$ cat src/rtl/booth_mult_seq.sv
// Radix-2 Booth sequential multiplier with a start/busy/done handshake and a registered product.
// Define BOOTH_MULT_UNSIGNED_EN to add the is_signed port for unsigned operation.
module booth_mult_seq #(
  parameter int WIDTH = 16,
  parameter int CNT_W = $clog2(WIDTH + 2)
) (
  input  logic               clk,
  input  logic               rst_n,
  input  logic               start,
  input  logic [WIDTH-1:0]   multiplicand,
  input  logic [WIDTH-1:0]   multiplier,
`ifdef BOOTH_MULT_UNSIGNED_EN
  input  logic               is_signed,
`endif
  output logic               busy,
  output logic               done,
  output logic [2*WIDTH-1:0] product
);

`ifdef BOOTH_MULT_UNSIGNED_EN
  localparam int QW = WIDTH + 1;
`else
  localparam int QW = WIDTH;
`endif
  // A carries one bit more than Q so that subtracting the most negative M cannot overflow.
  localparam int AW = QW + 1;

  typedef enum logic [1:0] {
    S_IDLE = 2'd0,
    S_RUN  = 2'd1,
    S_DONE = 2'd2
  } state_t;

  state_t              r_state;
  state_t              w_state_nxt;
  logic [AW-1:0]       r_a;
  logic [QW-1:0]       r_q;
  logic                r_qm1;
  logic [AW-1:0]       r_m;
  logic [CNT_W-1:0]    r_count;
  logic [2*WIDTH-1:0]  r_prod;
  logic                r_busy;
  logic                r_done;

  logic [AW-1:0]       w_sum;
  logic [AW+QW:0]      w_shift;
  logic [AW-1:0]       w_m_ext;
  logic [QW-1:0]       w_q_ext;
  logic [CNT_W-1:0]    w_cnt_init;
  logic [2*WIDTH-1:0]  w_prod;

`ifdef BOOTH_MULT_UNSIGNED_EN
  logic                r_sgn;

  assign w_m_ext    = is_signed ? {{2{multiplicand[WIDTH-1]}}, multiplicand} : {2'b00, multiplicand};
  assign w_q_ext    = is_signed ? {multiplier[WIDTH-1], multiplier} : {1'b0, multiplier};
  assign w_cnt_init = is_signed ? CNT_W'(WIDTH) : CNT_W'(WIDTH + 1);
  // Signed runs consume only WIDTH bits of the widened Q, leaving the product one bit higher.
  assign w_prod     = r_sgn ? {r_a[WIDTH-1:0], r_q[QW-1:1]} : {r_a[WIDTH-2:0], r_q};
`else
  assign w_m_ext    = {multiplicand[WIDTH-1], multiplicand};
  assign w_q_ext    = multiplier;
  assign w_cnt_init = CNT_W'(WIDTH);
  assign w_prod     = {r_a[WIDTH-1:0], r_q};
`endif

  assign w_shift = {w_sum[AW-1], w_sum, r_q};

  // State register.
  always_ff @(posedge clk or negedge rst_n) begin
    if (!rst_n) begin
      r_state <= S_IDLE;
    end else begin
      r_state <= w_state_nxt;
    end
  end

  // Next-state logic.
  always_comb begin
    w_state_nxt = r_state;
    case (r_state)
      S_IDLE: begin
        if (start) begin
          w_state_nxt = S_RUN;
        end else begin
          w_state_nxt = S_IDLE;
        end
      end
      S_RUN: begin
        if (r_count == CNT_W'(1)) begin
          w_state_nxt = S_DONE;
        end else begin
          w_state_nxt = S_RUN;
        end
      end
      S_DONE:  w_state_nxt = S_IDLE;
      default: w_state_nxt = S_IDLE;
    endcase
  end

  // Booth add/subtract selected by the recoded bit pair.
  always_comb begin
    w_sum = r_a;
    case ({r_q[0], r_qm1})
      2'b10:   w_sum = r_a - r_m;
      2'b01:   w_sum = r_a + r_m;
      default: w_sum = r_a;
    endcase
  end

  // Datapath and registered handshake outputs.
  always_ff @(posedge clk or negedge rst_n) begin
    if (!rst_n) begin
      r_a     <= '0;
      r_q     <= '0;
      r_qm1   <= 1'b0;
      r_m     <= '0;
      r_count <= '0;
      r_prod  <= '0;
      r_busy  <= 1'b0;
      r_done  <= 1'b0;
`ifdef BOOTH_MULT_UNSIGNED_EN
      r_sgn   <= 1'b0;
`endif
    end else begin
      case (r_state)
        S_IDLE: begin
          r_done <= 1'b0;
          if (start) begin
            r_a     <= '0;
            r_q     <= w_q_ext;
            r_qm1   <= 1'b0;
            r_m     <= w_m_ext;
            r_count <= w_cnt_init;
            r_busy  <= 1'b1;
`ifdef BOOTH_MULT_UNSIGNED_EN
            r_sgn   <= is_signed;
`endif
          end
        end
        S_RUN: begin
          r_a     <= w_shift[AW+QW -: AW];
          r_q     <= w_shift[QW:1];
          r_qm1   <= w_shift[0];
          r_count <= r_count - CNT_W'(1);
        end
        S_DONE: begin
          r_prod <= w_prod;
          r_done <= 1'b1;
          r_busy <= 1'b0;
        end
        default: begin
          r_busy <= 1'b0;
          r_done <= 1'b0;
        end
      endcase
    end
  end

  assign busy    = r_busy;
  assign done    = r_done;
  assign product = r_prod;

endmodule

$ cat config.mk
export PLATFORM = sky130hd
export DESIGN_NAME = booth_mult_seq
export DESIGN_NICKNAME = d
export VERILOG_FILES = /design/src/rtl/booth_mult_seq.sv
export SDC_FILE = /design/constraint.sdc
export NUM_CORES = 1
export LEC_CHECK = 0
export BUFFER_PORTS_ARGS = -buffer_cell sky130_fd_sc_hd__buf_2
export CAP_MARGIN = 20
export CORE_UTILIZATION = 52
export CTS_CLUSTER_DIAMETER = 200
export DETAILED_ROUTE_END_ITERATION = 6
export PLACE_DENSITY = 0.78
export SLEW_MARGIN = 20
export SYNTH_ARGS = -nofsm -noshare
export SYNTH_HDL_FRONTEND = slang
export SYNTH_SLANG_ARGS = --single-unit
$ cat constraint.sdc
create_clock -name clk -period 2.5 [get_ports clk]
set_input_delay 0.125 -clock clk [delete_from_list [all_inputs] [get_ports clk]]
set_output_delay 0.125 -clock clk [all_outputs]
set_load 0.02 [all_outputs]
==> results.sh, run 1 <==
export IMPL_status="finished with violations"
export IMPL_violations="design-rule violations, negative setup slack"
export IMPL_ys_flop_type="dfrtp_1"
export IMPL_via_count=4198
export IMPL_yosysWarnings=0
export IMPL_cap_violations=0
export IMPL_dieArea_um2=9560
export IMPL_hold_path_class="input port to register"
export IMPL_antenna_found_initial=0
export IMPL_core_um2=8810
export IMPL_grt_ovfl_total=0
export IMPL_netlist_area_leader_share=0.472
export IMPL_synthToLayoutAreaGrowth_pct=32.6
export IMPL_num_antenna_cells=0
export IMPL_final_cell_area_um2=6330
export IMPL_drt_iter0_markers=373
export IMPL_track_usage=0.241
export IMPL_place_gp_congestion=0.905
export IMPL_finalCritPeriodShare=1.15
export IMPL_clkTransAtPathRegs_ns=0.09
export IMPL_io_buffers=68
export IMPL_dpl_cell_area_um2=5550
export IMPL_die_x_um=97.8
export IMPL_io_pins=69
export IMPL_clock_sinks=90
export IMPL_crit_required_ns=2.75
export IMPL_relSlewSlack=0.566
export IMPL_grt_max_degree=51
export IMPL_ys_ff_latch=90
export IMPL_cts_buffers=9
export IMPL_first_pass_iters=7
export IMPL_wl_um=11800
export IMPL_critPathMaxFanout=4
export IMPL_cts_path_max_buffers=2
export IMPL_n_fill_cell=628
export IMPL_fmax_mhz=349
export IMPL_dp_hpwl_um=7840
export IMPL_drt_wirelength_per_cell_um=15.6
export IMPL_hold_viol=0
export IMPL_clock_skew_ns=0.00997
export IMPL_finalCriticalPeriod_ns=2.87
export IMPL_grt_pass1_wl_um=18600
export IMPL_clkLatencyLatePin_ns=0.36
export IMPL_crit_type="register to register"
export IMPL_slew_viol_final=0
export IMPL_critPathCaptureType="register"
export IMPL_fin_tns_setup_ns=-1.77
export IMPL_synth_edf_count=0
export IMPL_setup_ws_ns=-0.367
export IMPL_drc=12
export IMPL_synth_largest_area_cell="dfrtp_1"
export IMPL_cp_arrival_ns=3.12
export IMPL_drt_antenna_violating_nets=0
export IMPL_synth_nets=564
export IMPL_synth_area_um2=4770
export IMPL_worstSetupStartpointType="register"
export IMPL_vias_per_cell=5.54
export IMPL_seq_area_frac_synth=0.472
export IMPL_synth_area_top_cells="dfrtp_1 (47%), nand2_1 (7.9%), mux2_2 (7.1%), ha_1 (5.2%), a21oi_1 (4.0%)"
export IMPL_syn_inst=508
export IMPL_worst_pin_slew_ns=0.650
export IMPL_synth_cell_types=44
export IMPL_clockRootBuffer="clkbuf_8"
export IMPL_num_rows=34
export IMPL_cts_htree_levels=3
export IMPL_cts_tree="done"
export IMPL_start_util=0.542
export IMPL_fin_nets=702
export IMPL_setup_viol=11
export IMPL_die_h_um=97.8
export IMPL_async_flop_share=1.00
export IMPL_drive_above_1_share=0.360
export IMPL_grt_pass1_vias=3831
export IMPL_syn_avg_cell_area_um2=9.39
export IMPL_rsz0062_at_grt="true"
## flip-flops by register name, summed over array words and instances (netlist names)
name	count
product	32
r_a	16
r_m	16
r_q	16
r_count	5
r_state	2
busy	1
done	1
r_qm1	1
## synthesized netlist by cell type (2+ instances only)
master and n:
a211o_1 2, a211oi_1 2, a21o_1 3, a21oi_1 38
a31oi_1 19, and2_1 3, buf_2 2, clkbuf_1 19
dfrtp_1 90, ha_1 20, inv_1 15, mux2_2 30
mux2i_1 4, nand2_1 100, nand2b_1 8, nand3_1 5
nor2_1 44, nor2b_1 2, nor3_1 9, o211ai_1 3
o21a_1 3, o21ai_0 33, o22ai_1 7, xnor2_1 9
xor2_1 19
## cell usage in the layout, fill, tap and decap left out, types with 6 or more instances in the layout
cell type	instances
mux2_2	29
dfrtp_1	89
xor2_1	18
inv_1	11
nor2_1	38
o21ai_0	27
nand2_1	98
a31oi_1	19
nor3_1	8
dlygate4sd3_1	19
a21oi_1	25
buf_2	67
xnor2_1	7
o22ai_1	6
a21oi_2	13
buf_4	58
clkbuf_8	10
ha_1	13
## worst max-delay path, cell delays in order, from the launching register on
cell	delay (ns)
dfrtp_2	0.43
nor4_4	0.34
and2_4	0.22
nand2_4	0.05
nor2_4	0.15
a21oi_1	0.10
xor2_1	0.21
ha_1	0.31
a21oi_2	0.20
o21ai_2	0.09
a41oi_2	0.15
a21oi_1	0.07
xor2_1	0.19
a21oi_1	0.16
o22ai_1	0.08
## final timing paths
check / from / end / slack (ns) / cells after the start
worst max-delay path: r_m[2] / r_a[15] / -0.37 / 14
worst min-delay path: multiplier[14] / r_q[14] / 0.007 / 3
worst max register to register: r_m[2] / r_a[15] / -0.37 / 14
worst min register to register: r_count[4] / r_count[4] / 0.49 / 1
max in group asynchronous: rst_n / r_a[8] / 1.54 / 3
min in group asynchronous: rst_n / product[8] / 0.32 / 2
## cell type report
class / instances / area (µm²) / area share
inverters: 15 / 56.3 / 0.00890
repair buffers: 150 / 1040 / 0.164
well taps: 108 / 135 / 0.0214
flip-flops and latches: 90 / 2250 / 0.356
clock buffers: 10 / 138 / 0.0218
multi-input cells: 380 / 2650 / 0.418
clock inverters: 5 / 62.6 / 0.00989
## per-layer routing
layer | up-vias | global-route usage | wire length [µm] | share of wire
met2 | 154 | 0.384 | 5600 | 0.47
met4 | 0 | 0.0629 | 201 | 0.017
li1 | 2022 | - | - | -
met1 | 1995 | 0.343 | 5410 | 0.46
met5 | - | 0 | 0 | 0
met3 | 27 | 0.0401 | 596 | 0.050
## what timing repair did
action	4_1_cts	5_1_grt
pin swaps	17	34
setup buffers	6	11
endpoints found under the setup margin	12	12
hold endpoints to repair	67	0
gates resized for setup	26	39
hold buffers	19	0
## logic make-up (layout without fill, tap and decap cells)
family                   Yosys count  after routing  share of synthesized area
buffers and inverters             38            180                     0.0312
flip-flops                        90             90                      0.472
adder cells (fa/ha/maj)           21             21                     0.0566
multiplexers                      34             34                     0.0792
XOR/XNOR                          28             28                     0.0514
AO/OA/AOI/OAI                    117            117                      0.144
AND/OR/NAND/NOR                  180            180                      0.166
## stage by stage
stage	cells	setup WS, ns	hold slack [ns]	util
after detailed placement	708	-0.257	0.198	0.630
after global routing	758	-0.469	0.00172	0.719
final	758	-0.367	0.00718	0.719
after CTS	748	-0.242	0.000223	0.691
after floorplan	508	-0.137	-0.171	-
after global placement	708	-0.217	0.184	0.630
Power of run 1 is not shown: default switching activity piles up to over one toggle a cycle in this logic, so the estimate is an artifact.
==> run 2, diff against run 1 <==
--- a/config.mk
+++ b/config.mk
@@ -5,12 +5,14 @@
 export SDC_FILE = /design/constraint.sdc
 export NUM_CORES = 1
 export LEC_CHECK = 0
+export ABC_AREA = 1
 export BUFFER_PORTS_ARGS = -buffer_cell sky130_fd_sc_hd__buf_2
 export CAP_MARGIN = 20
-export CORE_UTILIZATION = 52
+export CORE_UTILIZATION = 54
+export CTS_BUF_LIST = sky130_fd_sc_hd__clkbuf_8
 export CTS_CLUSTER_DIAMETER = 200
 export DETAILED_ROUTE_END_ITERATION = 6
-export PLACE_DENSITY = 0.78
+export PLACE_DENSITY = 0.81
 export SLEW_MARGIN = 20
 export SYNTH_ARGS = -nofsm -noshare
 export SYNTH_HDL_FRONTEND = slang
==> run 2 against run 1 <==
Compared with the run above:
- the run ends with negative setup slack left
- final cell count increased by 18%
- hold slack better by 0.0050 ns
- sequential cell count unchanged
- first-iteration DRC count is 38% lower
- fmax rose by 13%
- clock-buffer cell count shrank 1
- routed wire length rose by 0.79%
- global-route usage increased by 1.2 points
- design area down 0.34%
- critical path type unchanged
==> results.sh, run 2 <==
export IMPL_first_pass_iters=5
export IMPL_synth_compound_area_frac=0.135
export IMPL_clockRootBuffer="clkbuf_8"
export IMPL_yosysWarnings=0
export IMPL_clock_sinks=90
export IMPL_wl_um=11900
export IMPL_grt_ovfl_total=0
export IMPL_drt_antenna_violating_nets=0
export IMPL_fin_hold_ws_ns=0.0122
export IMPL_synth_cell_types=37
export IMPL_cts_buffers=9
export IMPL_drt_iter0_markers=231
export IMPL_io_buffers=68
export IMPL_synth_xor_area_share=0.0259
export IMPL_critPathMaxFanout=4
export IMPL_synth_top_family_by_area="simple AND/OR/NAND/NOR gates"
export IMPL_synthAdderAreaFrac=0.0533
export IMPL_die_x_um=98.9
export IMPL_slew_viol_final=0
export IMPL_num_rows=34
export IMPL_rr_worst_depth=15
export IMPL_vias_per_cell=5.19
export IMPL_drive_above_1_share=0.235
export IMPL_synthToLayoutAreaGrowth_pct=24.4
export IMPL_cts_htree_levels=3
export IMPL_cp_slowest_cell="dfrtp_1"
export IMPL_cap_violations=0
export IMPL_reg2reg_to="r_a[15]"
export IMPL_largest_reg_flops=32
export IMPL_grt_pass1_vias=4451
export IMPL_post_place_ws_ns=-0.0632
export IMPL_rsz0062_at_grt="true"
export IMPL_synth_nets=726
export IMPL_clkTransAtPathRegs_ns=0.11
export IMPL_setup_viol=4
export IMPL_clkLatencyLatePin_ns=0.37
export IMPL_dpl_cell_area_um2=5630
export IMPL_io_pins=69
export IMPL_track_usage=0.253
export IMPL_synth_area_top_cells="dfrtp_1 (44%), nand2_1 (14%), inv_1 (7.3%), o21ai_0 (5.2%), ha_1 (4.9%)"
export IMPL_drt_wirelength_per_cell_um=13.3
export IMPL_worst_pin_slew_ns=0.816
export IMPL_violations="negative setup slack"
export IMPL_syn_inst=670
export IMPL_die_h_um=98.9
export IMPL_yosysMostFrequentCell="nand2_1"
export IMPL_min_to="r_q[6]"
export IMPL_synth_largest_area_cell="dfrtp_1"
export IMPL_relSlewSlack=0.455
export IMPL_drc=0
export IMPL_finalCriticalPeriod_ns=2.54
export IMPL_setup_ws_ns=-0.0413
export IMPL_async_flop_share=1.00
export IMPL_crit_required_ns=2.76
export IMPL_crit_top_cell="nand2_1"
export IMPL_synth_simple_gate_area_frac=0.233
export IMPL_r2r_start="r_m[3]"
export IMPL_seq_area_frac_synth=0.444
export IMPL_synth_mux_area_frac=0.0133
export IMPL_status="finished with violations"
export IMPL_syn_avg_cell_area_um2=7.57
export IMPL_fmax_mhz=393
export IMPL_dieArea_um2=9780
export IMPL_ys_flop_type="dfrtp_1"
export IMPL_start_util=0.570
export IMPL_cts_path_max_buffers=2
export IMPL_cts_tree="done"
export IMPL_ys_ff_latch=90
export IMPL_final_cell_area_um2=6310
export IMPL_critPathMaxStageDelay_ns=0.41
export IMPL_num_antenna_cells=0
export IMPL_cp_arrival_ns=2.80
export IMPL_holdPathStages=3
export IMPL_grt_pass1_wl_um=19900
export IMPL_core_um2=8890
export IMPL_path_cells="nor2_2, nand4_1, or2_1, nor2_2, nand2_1, nand2_1, xor2_1, ha_2, a21oi_2, o21a_1, nand2_2, a21oi_2, nand2_1, nand3_1, nand2_1"
export IMPL_yosys_top_cells_count="nand2_1 (190), inv_1 (99), dfrtp_1 (90), o21ai_0 (53), a21oi_1 (46)"
export IMPL_r2r_setup_slack_ns=-0.04
export IMPL_critPathCaptureType="register"
export IMPL_hold_start="multiplier[6]"
export IMPL_worstSetupStartpointType="register"
export IMPL_crit_type="register to register"
export IMPL_via_count=4652
export IMPL_netlist_area_leader_share=0.444
export IMPL_grt_max_degree=47
export IMPL_hold_viol=0
export IMPL_synth_area_um2=5070
export IMPL_final_cell_mix="nand2_1 (182), inv_1 (97), dfrtp_1 (90), buf_2 (67), o21ai_0 (51)"
export IMPL_utilization=0.709
export IMPL_fin_nets=839
export IMPL_dp_hpwl_um=8300
export IMPL_layout_commonest_cell="nand2_1"
export IMPL_finalCritPeriodShare=1.02
export IMPL_antenna_found_initial=0
export IMPL_synth_edf_count=0
export IMPL_n_fill_cell=716
export IMPL_place_gp_congestion=0.874
export IMPL_clock_skew_ns=0.0116
export IMPL_hold_path_class="input port to register"
-- run 2: cell types whose count changed after synthesis, moves of 9 or more --
cell     previous run  this run
o21ai_0            33        53
o21ai_1             0        18
nand2_1           100       190
a31oi_1            19         5
nand3_1             5        34
mux2_2             30         6
xor2_1             19        10
inv_1              15        99
-- run 2: stage by stage --
step,instances,setup TNS (ns)
after floorplan,670,0
after global placement,847,0
after detailed placement,847,-0.126
after CTS,884,-0.00732
after global routing,896,-1.37
final,896,-0.0960
-- run 2: worst max path at each step --
stage	slack, ns	from	to	cells after the start
after floorplan	0.08	r_q[0]	r_a[5]	14
after global placement	0.01	r_m[1]	r_a[14]	17
after detailed placement	-0.06	r_m[1]	r_a[14]	17
after CTS	-0.007	r_m[3]	r_a[15]	15
after global routing	-0.22	r_m[3]	r_a[13]	17
final	-0.04	r_m[3]	r_a[15]	15
-- run 2: cells by family after synthesis --
family,after synthesis
DFF,90
xor gates and xnor gates,15
muxes,6
and+or+nand+nor,282
adders and majority gates,21
AOI/OAI and AO/OA,131
buffers and inverters,125
-- run 2: worst max-delay path, delay by kind of cell, from the launching register on --
family                     cells  cell delay, ns
xor gates and xnor gates       1            0.19
and+or+nand+nor               10            1.07
DFF                            1            0.41
adders and majority gates      1            0.36
AOI/OAI and AO/OA              3            0.41
-- run 2: layout make-up --
| cell class | instances | area [µm²] | area share |
|---|---|---|---|
| inverter | 104 | 390 | 0.0619 |
| sequential | 90 | 2250 | 0.357 |
| tap | 108 | 135 | 0.0214 |
| timing repair buffer | 123 | 813 | 0.129 |
| clock inverter | 7 | 81.3 | 0.0129 |
| multi-input combinational | 455 | 2510 | 0.398 |
| clock buffer | 9 | 124 | 0.0196 |
-- run 2: routing by layer --
layer  vias to the layer above  GRT usage  share of wire
met5                         -          0              0
met4                         0     0.0792          0.012
met3                        13     0.0284          0.040
met2                       117      0.422           0.48
met1                      2170      0.347           0.47
li1                       2352          -              -
-- run 2: what timing repair did --
item,4_1_cts,5_1_grt
setup buffers,3,12
cloned,0,0
gates resized for setup,9,40
hold buffers,18,0
pin swaps,4,14
hold endpoints to repair,61,0
endpoints found under the setup margin,5,13
Power of run 2 is left out for the same reason.
